File: src/rtl/multu_unit.sv
// Iterative unsigned multiplier in the EX stage, one product bit per cycle.
//
// A job starts when a valid instruction in EX carries the MULTU control code
// and the unit is idle. Operands are latched when the job is accepted. The
// product register starts as {0, multiplier}. Each BUSY cycle adds the
// multiplicand to the upper half when the current LSB is set, then shifts
// right by one. The carry out of the add is shifted into the product, so it
// is not lost. After WIDTH steps the product is written to HI/LO and done
// pulses for one cycle.
//
// Ports:
//   clk     rising-edge clock
//   reset   asynchronous active-high reset; any in-flight multiply is dropped
//   ALUctrl ALU control code from the ALU controller
//   en      instruction in EX is valid (not a bubble)
//   opA     multiplicand (rs)
//   opB     multiplier (rt)
//   stall   combinational; freezes PC/IF/ID/EX while a multiply is accepted
//           or running
//   done    registered one-cycle pulse; HI/LO were just updated
//   hi      HI register, product[2*WIDTH-1:WIDTH]
//   lo      LO register, product[WIDTH-1:0]
module multu_unit #(
  parameter int unsigned WIDTH      = 32,
  parameter logic [5:0]  CTRL_MULTU = 6'h13
) (
  input  logic             clk,
  input  logic             reset,
  input  logic [5:0]       ALUctrl,
  input  logic             en,
  input  logic [WIDTH-1:0] opA,
  input  logic [WIDTH-1:0] opB,
  output logic             stall,
  output logic             done,
  output logic [WIDTH-1:0] hi,
  output logic [WIDTH-1:0] lo
);

  localparam int unsigned CntW = (WIDTH > 1) ? $clog2(WIDTH) : 1;

  typedef enum logic [1:0] {StIdle, StBusy, StDone} state_e;

  state_e               state_q, state_d;
  logic [CntW-1:0]      cnt_q, cnt_d;
  logic [WIDTH-1:0]     a_q, a_d;
  logic [2*WIDTH-1:0]   p_q, p_d;
  logic [WIDTH-1:0]     hi_q, hi_d;
  logic [WIDTH-1:0]     lo_q, lo_d;
  logic                 done_q, done_d;

  logic                 start;
  logic [WIDTH:0]       sum;
  logic [2*WIDTH-1:0]   p_shift;

  // Only IDLE may accept: the stalled MULTU is still on the inputs during DONE.
  assign start = en && (ALUctrl == CTRL_MULTU) && (state_q == StIdle);

  // WIDTH+1 bits so the carry becomes the new MSB after the shift.
  assign sum     = {1'b0, p_q[2*WIDTH-1:WIDTH]}
                 + (p_q[0] ? {1'b0, a_q} : {(WIDTH+1){1'b0}});
  assign p_shift = {sum, p_q[WIDTH-1:1]};

  always_comb begin
    state_d = state_q;
    cnt_d   = cnt_q;
    a_d     = a_q;
    p_d     = p_q;
    hi_d    = hi_q;
    lo_d    = lo_q;
    done_d  = 1'b0;
    stall   = start || (state_q == StBusy);

    unique case (state_q)
      StIdle: begin
        if (start) begin
          a_d     = opA;
          p_d     = {{WIDTH{1'b0}}, opB};
          cnt_d   = CntW'(WIDTH - 1);
          state_d = StBusy;
        end
      end
      StBusy: begin
        p_d = p_shift;
        if (cnt_q == '0) begin
          hi_d    = p_shift[2*WIDTH-1:WIDTH];
          lo_d    = p_shift[WIDTH-1:0];
          done_d  = 1'b1;
          state_d = StDone;
        end else begin
          cnt_d = cnt_q - CntW'(1);
        end
      end
      StDone: begin
        state_d = StIdle;
      end
      default: begin
        state_d = StIdle;
      end
    endcase
  end

  always_ff @(posedge clk or posedge reset) begin
    if (reset) begin
      state_q <= StIdle;
      cnt_q   <= '0;
      a_q     <= '0;
      p_q     <= '0;
      hi_q    <= '0;
      lo_q    <= '0;
      done_q  <= 1'b0;
    end else begin
      state_q <= state_d;
      cnt_q   <= cnt_d;
      a_q     <= a_d;
      p_q     <= p_d;
      hi_q    <= hi_d;
      lo_q    <= lo_d;
      done_q  <= done_d;
    end
  end

  assign done = done_q;
  assign hi   = hi_q;
  assign lo   = lo_q;

endmodule

File: config.mk
export PLATFORM = sky130hd
export DESIGN_NAME = multu_unit
export DESIGN_NICKNAME = d
export VERILOG_FILES = /design/src/rtl/multu_unit.sv
export SDC_FILE = /design/constraint.sdc
export NUM_CORES = 1
export LEC_CHECK = 0
export ABC_AREA = 1
export BUFFER_PORTS_ARGS = -buffer_cell sky130_fd_sc_hd__buf_2
export CORE_MARGIN = 10
export CORE_UTILIZATION = 29
export CTS_CLUSTER_DIAMETER = 100
export DETAILED_ROUTE_END_ITERATION = 16
export PLACE_DENSITY = 0.42
export SYNTH_ARGS = -nofsm -noshare
export SYNTH_HDL_FRONTEND = slang
export SYNTH_SLANG_ARGS = --single-unit
File: constraint.sdc
create_clock -name clk -period 8 [get_ports clk]
set_clock_uncertainty 0.1 [all_clocks]
set_input_delay 1.6 -clock clk [delete_from_list [all_inputs] [get_ports clk]]
set_output_delay 1.6 -clock clk [all_outputs]
set_load 0.01 [all_outputs]
==> Word level (Yosys, flattened, before mapping) <==
Cells that the tools add are included.
{ "word_totals": {"regBits": 168, "in_bits": 73, "out_inout_bits": 66} }
{ "classes": {"n_addsub": 2, "n_eq_ne": 5, "mux": 11, "reduce_logical": 11} }
{ "op_table": {"columns": ["op", "n"], "rows": [
  ["case mux 64 bit (2 select lines)", 1],
  ["two-way mux 64 bit", 1],
  ["adder 32 x 32 -> 33 bit", 1],
  ["two-way mux 32 bit", 1],
  ["two-way mux 5 bit", 2],
  ["case mux 5 bit (2 select lines)", 1],
  ["AND reduction 2 bit", 4],
  ["== test 6 x 5 -> 1 bit, second input constant", 1],
  ["zero test 5 bit", 1],
  ["subtractor 5 x 1 -> 5 bit, second input constant", 1],
  ["two-way mux 2 bit", 2],
  ["inequality test 2 bit, second input constant", 2],
  ["case mux 2 bit (2 select lines)", 1],
  ["AND reduction 3 bit", 1],
  ["== test 2 x 1 -> 1 bit, second input constant", 1],
  ["logical AND 1 bit", 2],
  ["zero test 2 bit", 1],
  ["two-way mux 1 bit", 2],
  ["inequality test 2 x 1 -> 1 bit, second input constant", 1],
  ["nonzero test 2 bit", 1],
  ["logical OR 1 bit", 1]
]} }

==> Logic depth before layout (Yosys ltp) <==
{ "logic_depth": {"depth_word": 5, "ltp_mapped": 18} }

==> Worst setup path after synthesis <==
Ideal clock, no wire load.
{ "synth_path": {"path_type": "input -> output", "start": "input ALUctrl[3]", "end": "output stall", "arrival_ns": 2.232, "t_required_ns": 6.300, "setup_slack_ns": 4.068, "cell_stages": 5, "path_buffers": 0, "path_cell_list": "nor3_1 > nand3_1 > inv_2 > nor2_4 > inv_1"} }
{ "synth_between": {"elab_chain_len": 4} }
{ "synth_rtl": {"columns": ["item", "line_no", "source"], "rows": [
  ["start: declaration", "29", "input logic [5:0] ALUctrl,"],
  ["== test 6 x 5 -> 1 bit", "56", "assign start = en && (ALUctrl == CTRL_MULTU) && (state_q == StIdle);"],
  ["logical AND 1 bit (2 in series)", "56", null],
  ["logical OR 1 bit", "71", "stall = start || (state_q == StBusy);"],
  ["end: declaration", "33", "output logic stall,"]
]} }
Every way passes these cells.

==> Worst setup path in the final report <==
{ "layout_path": {"start": "input en", "end": "output stall"} }
{ "layout_between": {"elab_chain_len": 3} }
{ "layout_rtl": {"columns": ["item", "line_no", "source"], "rows": [
  ["start: declaration", "30", "input logic en,"],
  ["logical AND 1 bit (2 in series)", "56", null],
  ["logical OR 1 bit", "71", null]
]} }
Every way passes these cells.

==> flow_summary.json <==
{
  "criticalPathCategory": "input port to output pin",
  "gp_congestion": 0.924,
  "cell_internal_pwr_mw": 1.94,
  "whs_path_depth": 2,
  "r2r_cells": 7,
  "ir_drop_uv": 146,
  "cts_max_level": 4,
  "p_switching_mw": 1.29,
  "vias": 7862,
  "min_path_type": "flip-flop to flip-flop",
  "fill_cells": 3366,
  "clk_pin_slew_worst_paths_ps": 70,
  "crit_path_max_fanout": 68,
  "finalHoldViolCount": 0,
  "clk_latency_ps": 450,
  "multi_input_area_mm2": 0.00395,
  "grt_max_degree": 98,
  "place_ws_ps": 1980,
  "die_w_um": 197,
  "synth_area_mm2": 0.00905,
  "first_pass_iters": 5,
  "period_share_pct": 74.2,
  "tns_ps": 0,
  "pwr-share-seq_pct": 39.9,
  "pwr-share-clk_pct": 25.5,
  "worstMarginPinSlew_ps": 994,
  "wl_mm": 28.1,
  "pwr-share-comb_pct": 34.6,
  "grt_usage_pct": 14.8,
  "cts_tree": "yes",
  "p_leak_nw": 6.17,
  "relSlewSlack_pct": 33.7,
  "setup_viol": 0,
  "slew_viol_final": 0,
  "grt_pass1_wl_mm": 45.5,
  "core_area_mm2": 0.0307,
  "ff2ff_setup_slack_ps": 4350,
  "min_period_ps": 5940,
  "syn_inst": 1240,
  "outcome": "completed",
  "first_iter_violations": 438,
  "syn_area_per_cell_um2": 7.30,
  "fp.dieH_um": 197,
  "cp_slowest_cell": "buf_4",
  "io_pins": 139,
  "fin_nets": 1471,
  "grt_pass1_vias": 8169,
  "post_cts_buffers": 0,
  "cts_hold_buffers": 0,
  "syn_nets": 1348,
  "clockRootBuffer": "clkbuf_16",
  "viasPerCell": 4.44,
  "startpoint_type": "input port",
  "initial_core_util_pct": 29.5,
  "yosys_warnings": 0,
  "insertedDiodeCount": 0,
  "wire_per_inst_um": 15.9,
  "rows": 64,
  "rsz0062_at_grt": "false",
  "io_buffers": 138,
  "overflow": 0,
  "drive_gt1_share_pct": 13.4,
  "worst_ep_required_time_ps": 6300,
  "cap_violations": 0,
  "cts_buffers": 17,
  "cts_num_sinks": 168,
  "drc": 0,
  "swShare_pct": 39.9,
  "ys_seq_elements": 168,
  "antenna_found_initial": 0,
  "seq_area_frac_synth_pct": 46.4,
  "postCtsResizedCells": 0,
  "reg2reg_from": "state_q[1]",
  "end_kind": "output pin",
  "clockBufferDepth": 2,
  "ys_types": 31,
  "max_freq_mhz": 168,
  "syn2layout_area_growth_pct": 17.8,
  "worstSetupEndpoint": "stall",
  "die_area_mm2": 0.0387,
  "rr_endpoint": "lo[2]",
  "hpwl_mm": 20.7,
  "arrival_ps": 4240,
  "fin_ws_ps": 2060,
  "powerDensity_mw_per_mm2": 302,
  "max_stage_delay_ps": 650,
  "critPathLaunch": "en",
  "ff_latch_area_mm2": 0.00420,
  "crit_chain": "buf_2 > nand2_1 > nor2_1 > nand3_2 > buf_4 > inv_2 > nor2_4 > buf_4 > inv_1 > buf_2",
  "postRouteAntennaNets": 0
}
==> stage by stage <==
| step | power, mW | instance area (um^2) | utilization [%] | hold slack [ps] | instances |
|---|---|---|---|---|---|
| 2_1_floorplan | 2.03 | 9050 | - | 349 | 1240 |
| 5_1_grt | 3.49 | 10700 | 34.8 | 390 | 1772 |
| 3_3_place_gp | 2.43 | 10100 | 32.9 | 359 | 1740 |
| 3_5_place_dp | 2.44 | 10100 | 32.9 | 360 | 1740 |
| 6_report | 3.22 | 10700 | 34.8 | 373 | 1772 |
| 4_1_cts | 3.27 | 10700 | 34.8 | 378 | 1772 |
==> cells in the mapped netlist, drive strengths merged <==
cell | count | share of area (%)
a21o | 1 | 0.083
a21oi | 52 | 2.9
a31oi | 1 | 0.069
buf | 27 | 1.6
clkbuf | 13 | 0.54
dfrtp | 168 | 46
fa | 1 | 0.22
ha | 34 | 4.7
inv | 189 | 7.8
nand2 | 504 | 21
nand2b | 1 | 0.069
nand3 | 67 | 3.7
nand3b | 6 | 0.50
nand4 | 4 | 0.28
nor2 | 56 | 2.7
nor3 | 6 | 0.33
nor4 | 1 | 0.069
o21ai | 59 | 3.3
o21bai | 3 | 0.25
o22ai | 32 | 2.2
or2 | 2 | 0.14
xnor2 | 11 | 1.1
xor2 | 2 | 0.19
==> worst min path at each step <==
stage	start	slack, ps	to
2_1_floorplan	a_q[0]	350	a_q[0]
6_report	lo[31]	370	lo[31]
3_5_place_dp	hi[1]	360	hi[1]
5_1_grt	a_q[14]	390	a_q[14]
4_1_cts	hi[1]	380	hi[1]
3_3_place_gp	hi[9]	360	hi[9]
==> worst max-delay path: cells and delay by family <==
kind / cells / cell delay, ps
buffers and inverters: 6 / 2240
and+or+nand+nor: 4 / 320
==> sequential cells by signal (all words and copies together), names as in the netlist <==
signal / flops
lo: 32
state_q: 2
done: 1
cnt_q: 5
p_q: 64
hi: 32
a_q: 32
==> layout make-up <==
| cell class | instances | share of cell area, % |
|---|---|---|
| clock buffer | 18 | 4.02 |
| clock inverter | 14 | 1.24 |
| inverter | 189 | 6.71 |
| multi-input combinational | 843 | 37.0 |
| sequential | 168 | 39.4 |
| tap | 396 | 4.65 |
| timing repair buffer | 144 | 6.90 |
==> cell families (layout without fill, tap and decap cells) <==
kind of cell | after synthesis | in the layout | synth area share [%]
adders and majority gates | 35 | 35 | 4.92
and+or+nand+nor | 647 | 647 | 28.6
AOI/OAI and AO/OA | 148 | 148 | 8.75
xor gates and xnor gates | 13 | 13 | 1.26
DFF | 168 | 168 | 46.4
buffers and inverters | 229 | 365 | 9.99
==> power by group through the flow <==
stage	Clock, mW	Sequential (mW)	Combinational, mW
after floorplan	0	1.31	0.728
after global placement	0	1.30	1.13
after detailed placement	0	1.30	1.14
after CTS	0.846	1.29	1.14
after global routing	0.877	1.32	1.29
final	0.821	1.29	1.12
==> layout by cell type, fill, tap and decap left out, drive strengths merged, types with 4 or more instances in the layout <==
cell    count
dfrtp     168
xnor2      11
buf       144
nand4       4
nand3      67
ha         34
a21oi      52
nand3b      6
nor2       56
inv       197
clkbuf     18
nand2     504
o22ai      32
o21ai      59
nor3        6
==> per-layer routing <==
metal	up-vias	GRT usage, %	routed length, um
li1	4090	-	-
met1	3633	20.8	14100
met2	120	22.5	12400
met3	19	3.04	1250
met4	0	4.38	337
met5	-	0	0
(Power assumes the default switching activity.)
